**src/rtl/uart_tx.sv**
```systemverilog
// uart_tx: serial transmit stage that follows the baud/phase generator.
// A byte is accepted over valid/ready into a one-entry holding register,
// moved into a shift register at the next frame start seen in IDLE, and
// sent on a registered 8N1-style line. Each data frame is followed by
// GUARD_FRAMES idle generator frames, so the stop/idle time is at least
// one full bit.
module uart_tx #(
   parameter int GUARD_FRAMES = 1
) (
   input  logic        clk,
   input  logic        rst_n,
   input  logic        flag_start,
   input  logic [23:0] flag_data,
   input  logic        flag_end,
   input  logic [7:0]  tx_data,
   input  logic        tx_valid,
   output logic        tx_ready,
   output logic        tx,
   output logic        busy
);

   typedef enum logic [1:0] {IDLE, START, DATA, GUARD} state_t;

   localparam logic [1:0] GUARD_INIT = 2'(GUARD_FRAMES);

   state_t      state;
   state_t      state_next;
   logic [1:0]  guard_cnt;
   logic [1:0]  guard_cnt_next;
   logic        flag_start_q;
   logic        start_rise;
   logic        hold_full;
   logic        handshake;
   logic        load_shift;
   logic        tx_next;
   logic [7:0]  hold_data;
   logic [7:0]  shift;

   assign start_rise = flag_start & ~flag_start_q;
   assign handshake  = tx_valid & tx_ready;
   assign busy       = (state != IDLE) | hold_full;

   // Next-state, guard count and next line level from the current flags;
   // tx is registered, so it shows these flags one cycle later.
   always_comb begin
      state_next     = state;
      guard_cnt_next = guard_cnt;
      tx_next        = tx;
      load_shift     = 1'b0;
      case (state)
         IDLE: begin
            tx_next = 1'b1;
            if (start_rise && hold_full) begin
               load_shift = 1'b1;
               state_next = START;
               tx_next    = 1'b0;
            end
         end
         START: begin
            tx_next = 1'b0;
            if (flag_end) begin
               // A frame that ends before any data phase: treat it as sent.
               state_next     = GUARD;
               guard_cnt_next = GUARD_INIT;
               tx_next        = 1'b1;
            end else if (|flag_data[2:0]) begin
               state_next = DATA;
               tx_next    = shift[0];
            end
         end
         DATA: begin
            if (flag_end) begin
               state_next     = GUARD;
               guard_cnt_next = GUARD_INIT;
               tx_next        = 1'b1;
            end else begin
               // Each data bit owns a group of three phase flags.
               for (int k = 0; k < 8; k++) begin
                  if (|flag_data[3*k +: 3]) tx_next = shift[k];
               end
            end
         end
         GUARD: begin
            tx_next = 1'b1;
            if (flag_end) begin
               if (guard_cnt <= 2'd1) begin
                  guard_cnt_next = 2'd0;
                  state_next     = IDLE;
               end else begin
                  guard_cnt_next = guard_cnt - 2'd1;
               end
            end
         end
         default: begin
            state_next = IDLE;
            tx_next    = 1'b1;
         end
      endcase
   end

   // Control state: FSM, guard count, line register, handshake bookkeeping.
   always_ff @(posedge clk or negedge rst_n) begin
      if (!rst_n) begin
         state        <= IDLE;
         guard_cnt    <= 2'd0;
         tx           <= 1'b1;
         flag_start_q <= 1'b0;
         hold_full    <= 1'b0;
         tx_ready     <= 1'b1;
      end else begin
         state        <= state_next;
         guard_cnt    <= guard_cnt_next;
         tx           <= tx_next;
         flag_start_q <= flag_start;
         if (handshake) hold_full <= 1'b1;
         else if (load_shift) hold_full <= 1'b0;
         // Drops with the load; comes back one cycle after the register empties.
         tx_ready     <= handshake ? 1'b0 : ~hold_full;
      end
   end

   // Data path: holding register and shift register carry no reset.
   always_ff @(posedge clk) begin
      if (handshake) hold_data <= tx_data;
      if (load_shift) shift <= hold_data;
   end

endmodule

```
**config.mk**
```make
export PLATFORM = sky130hd
export DESIGN_NAME = uart_tx
export DESIGN_NICKNAME = d
export VERILOG_FILES = /design/src/rtl/uart_tx.sv
export SDC_FILE = /design/constraint.sdc
export NUM_CORES = 1
export LEC_CHECK = 0
export ABC_AREA = 1
export CAP_MARGIN = 20
export CORE_MARGIN = 2
export CORE_UTILIZATION = 46
export CTS_BUF_LIST = sky130_fd_sc_hd__clkbuf_8
export DETAILED_ROUTE_END_ITERATION = 8
export GPL_ROUTABILITY_DRIVEN = 0
export PLACE_DENSITY_LB_ADDON = 0.1
export SYNTH_ARGS = -nofsm -noshare
export SYNTH_HDL_FRONTEND = slang
export SYNTH_SLANG_ARGS = --single-unit
```
**constraint.sdc**
```tcl
create_clock -name clk -period 2 [get_ports clk]
set_input_delay 0.6 -clock clk [delete_from_list [all_inputs] [get_ports clk]]
set_output_delay 0.6 -clock clk [all_outputs]
set_load 0.01 [all_outputs]
```
==> results of run 1 <==
cells in the mapped netlist, drive strengths merged:
cell type,instances
a31oi,2
o21a,1
nor4,1
dfrtp,6
inv,21
dfstp,2
edfxtp,16
o21ai,8
nand3,5
a21oi,2
nand2,23
ha,5
a21boi,2
nor3,4
o221ai,1
nor2,17
cell families after synthesis:
group	synth area share, %
AND/OR/NAND/NOR	20.9
flip-flops	57.6
buffers and inverters	6.65
AO/OA/AOI/OAI	9.60
adder cells (fa/ha/maj)	5.27
state kept, by name, indices dropped and copies added, names as in the netlist:
register / cells
tx_ready: 1
hold_full: 1
shift: 8
guard_cnt: 2
flag_start_q: 1
tx: 1
state: 2
hold_data: 8
final timing paths:
path | end | slack [ns] | cells past startpoint
setup / recovery | tx_ready | 0.07 | 1
hold / removal | tx_ready | 0.42 | 1
setup reg to reg | state[0] | 0.51 | 7
hold reg to reg | tx_ready | 0.42 | 1
max in group asynchronous | tx_ready | 1.08 | 1
min in group asynchronous | state[0] | 0.62 | 1
routing by layer:
layer | GRT usage (%) | routed length, um
met1 | 19.2 | 953
met3 | 5.19 | 188
met2 | 30.2 | 1060
met5 | 0 | 0
met4 | 8.75 | 43
through the flow:
step,cells,util (%),setup WS [ns],hold slack [ns],area (sq um)
6_report,193,69.9,0.0724,0.421,1720
5_1_grt,193,69.9,0.0346,0.430,1720
4_1_cts,193,69.8,0.0646,0.426,1710
3_5_place_dp,189,67.0,-0.00388,0.406,1640
3_3_place_gp,189,67.0,0.0703,0.403,1640
2_1_floorplan,116,-,0.471,0.304,1190
report_power, final:
| part | internal, mW | switching, mW | total [mW] |
|---|---|---|---|
| Sequential | 0.660 | 0.0418 | 0.702 |
| Clock | 0.267 | 0.145 | 0.413 |
| Combinational | 0.289 | 0.338 | 0.627 |
| Total | 1.22 | 0.526 | 1.74 |
area by class of cell:
class                   count  area [sq um]  share of cell area [%]
repair buffers             43           419                    24.4
inverters                  21          78.8                    4.59
multi-input cells          71           427                    24.9
well taps                  30          37.5                    2.19
clock buffers               3          41.3                    2.41
flip-flops and latches     24           683                    39.8
clock inverters             1          30.0                    1.75
==> flow_summary.ini, run 1 <==
[outcome]
status = finished, final reports clean

[finish]
final_cell_mix = clkdlybuf4s50_1, nand2_1, inv_1
final_common_cell = clkdlybuf4s50_1
synthToLayoutAreaGrowth_pct = 44.7
nets = 206
layout-drive-gt1-share_pct = 14.7
antenna_cells = 0
nFillCells = 190

[die]
die_h_um = 54.8
pin_count = 40
die_width_um = 54.8
die-area_sq_um = 3000
rows = 18
start_util_pct = 48.3
core_area_sq_um = 2450

[global_route]
antenna_found_initial = 0
grt_pass1_vias = 926
grt_usage_pct = 17.4
grt_start_max_net_pins = 15
gr-total-overflow = 0
grt_pass1_wl_um = 3540

[sta]
hold_violations = 0
finalMaxSlewViolations = 0
maxSlewHeadroom_pct = 74.6
setup_viol = 0
max_freq_ghz = 0.519
finClkSkew_ns = 0.00283
rsz0062_at_grt = false
fin_setup_tns_ns = 0
period_needed_ns = 1.93
period_share_pct = 96.4
tightest_slew_ns = 0.379

[worst_setup_path]
worstPathArrival_ns = 1.33
cp_max_fo = 2
crit_start = tx_ready
crit_required_ns = 1.40
path_buf_inv = 1
slowest_delay_ns = 0.54
rr_startpoint = state[0]
critPathLaunchType = flip-flop
path_cells = clkdlybuf4s50_1
critPathCaptureType = primary output
cp_top_family = flip-flops
crit_type = reg -> out
crit_path_top_delay_cell = dfstp_2

[synth]
synth_nets = 158
synth_cell_type_count = 21
ys.warnings.count = 0
synth_seq_cells = 24
synth_cells = 116
ys_seq_area_share_pct = 57.6
synth.area.top_cells = edfxtp_1, dfrtp_1, nand2_1, inv_1, ha_1
synth_top_cell_by_area = edfxtp_1
syn_area_sq_um = 1190
synth_top_area_share_pct = 40.5
syn_avg_cell_area_sq_um = 10.2

[routing]
wl_um = 2240
drt_iter0_drc = 8
ant_nets = 0
dr.pass1.iters = 4
vias = 902
drc = 0
vias_per_cell = 4.67
routedWlPerCell_um = 11.6

[clocking]
htree_levels = 1
clock_sinks = 24
cts_hold_buf = 0
cts_tree = yes
cts_inserted_buffers = 3
max-clock-path-buffers = 2
cts_resized = 1
clk_pin_slew_ns = 0.08
insertion_delay_ns = 0.26
post_cts_buffers = 0
cts_root_buf = clkbuf_8

[pwr]
leakagePower_nw = 0.705
p_per_area_nw_per_um2 = 1010
finalPower_mw = 1.74
ir_drop_v = 0.000829

[placement]
dp.final_hpwl_um = 1860
numPortBuffers = 39

[hold_path]
min_from = hold_full
hold_path_class = reg -> reg

[flow_run]
max_cap_viol_count = 0
No activity file was read; power rests on OpenSTA's default activity.
==> inputs of run 2 (changes only) <==
Settings changed: CAP_MARGIN 20 to unset, CORE_ASPECT_RATIO set to 0.5, CORE_UTILIZATION 46 to 42.
Clock period 2 ns to 1.6 ns, I/O delays scaled along.
==> flow_summary.ini, run 2 (synthesis results as in run 1) <==
[worst_setup_path]
cp_top_family = flip-flops
critPathCaptureType = primary output
worstPathArrival_ns = 1.06
crit_path_top_delay_cell = dfstp_2
path_buf_inv = 1
critPathLaunchType = flip-flop
cp_max_fo = 2
slowest_delay_ns = 0.53
crit_type = reg -> out
crit_required_ns = 1.12
path_cells = dlygate4sd2_1

[finish]
reg.largest.list = hold_data: 8 flops, shift: 8 flops
antenna_cells = 0
fin_area_sq_um = 1880
final_cell_mix = clkdlybuf4s50_1, nand2_1, edfxtp_1
nFillCells = 202
synthToLayoutAreaGrowth_pct = 58.4
layout-drive-gt1-share_pct = 26.9
final_cells = 208
final_common_cell = clkdlybuf4s50_1
utilization_pct = 71.3
nets = 214

[clocking]
cts_hold_buf = 0
cts_tree = yes
max-clock-path-buffers = 2
cts_inserted_buffers = 3
htree_levels = 1
clk_pin_slew_ns = 0.08
cts_root_buf = clkbuf_8
insertion_delay_ns = 0.27
clock_sinks = 24

[global_route]
grt_pass1_wl_um = 3840
grt_usage_pct = 15.6
antenna_found_initial = 0
grt_start_max_net_pins = 15
grt_pass1_vias = 847
gr-total-overflow = 0

[die]
die-area_sq_um = 3290
core_area_sq_um = 2640
start_util_pct = 45.0
pin_count = 40
die_width_um = 79.2
die_h_um = 41.6
rows = 13

[placement]
place_area_sq_um = 1710
place_inst = 202
dp_slack_ns = -0.253
numPortBuffers = 39
dp.final_hpwl_um = 1910

[sta]
max_freq_ghz = 0.648
hold_violations = 0
tightest_slew_ns = 0.371
period_needed_ns = 1.54
finClkSkew_ns = 0.00260
maxSlewHeadroom_pct = 75.2
finalMaxSlewViolations = 0
setup_viol = 0
finalWorstSetupSlack_ns = 0.0558
period_share_pct = 96.5

[pwr]
ir_drop_v = 0.000861
leakagePower_nw = 0.894
p_per_area_nw_per_um2 = 1230
finalPower_mw = 2.31

[routing]
drt_iter0_drc = 53
ant_nets = 0
dr.pass1.iters = 4
wl_um = 2580
drc = 0
vias = 969
routedWlPerCell_um = 12.4
vias_per_cell = 4.66

[outcome]
status = finished, final reports clean

[hold_path]
hold_path_class = reg -> reg

[flow_run]
max_cap_viol_count = 0
run 2: power breakdown:
| group | internal (mW) | total, mW | switching, mW |
|---|---|---|---|
| combinational | 0.437 | 0.910 | 0.473 |
| clock | 0.334 | 0.526 | 0.191 |
| sequential | 0.825 | 0.872 | 0.0469 |
run 2: layout make-up:
| class | count | area, sq um | share of cell area (%) |
|---|---|---|---|
| clock buffer | 3 | 41.3 | 2.20 |
| multi-input combinational | 71 | 477 | 25.4 |
| timing repair buffer | 51 | 523 | 27.8 |
| sequential | 24 | 683 | 36.4 |
| inverter | 21 | 78.8 | 4.19 |
| clock inverter | 1 | 30.0 | 1.60 |
| tap | 37 | 46.3 | 2.46 |
run 2: final timing paths:
kind / from / end / slack, ns / cells after the start
worst max-delay path: tx / tx / 0.06 / 1
worst min-delay path: hold_full / tx_ready / 0.42 / 1
worst max register to register: state[0] / state[0] / 0.13 / 7
worst min register to register: hold_full / tx_ready / 0.42 / 1
max in group asynchronous: rst_n / tx / 0.81 / 1
min in group asynchronous: rst_n / guard_cnt[0] / 0.49 / 1
run 2: what timing repair did:
item	4_1_cts	5_1_grt
buffers inserted	0	2
pin swaps	0	21
setup endpoints to repair	3	2
cloned	0	0
resized for setup	4	35
run 2: stage by stage:
step           setup TNS (ns)  hold slack, ns
5_1_grt               -0.0449           0.432
2_1_floorplan               0           0.184
6_report                    0           0.416
3_3_place_gp           -0.563           0.395
3_5_place_dp           -0.765           0.399
4_1_cts                -0.147           0.414
run 2: per-layer routing:
layer / vias up / track usage (%) / wire length [um]
li1: 490 / - / -
met5: - / 0 / 0
met4: 0 / 4.14 / 16
met3: 2 / 6.09 / 217
met2: 33 / 24.4 / 1170
met1: 444 / 20.6 / 1180
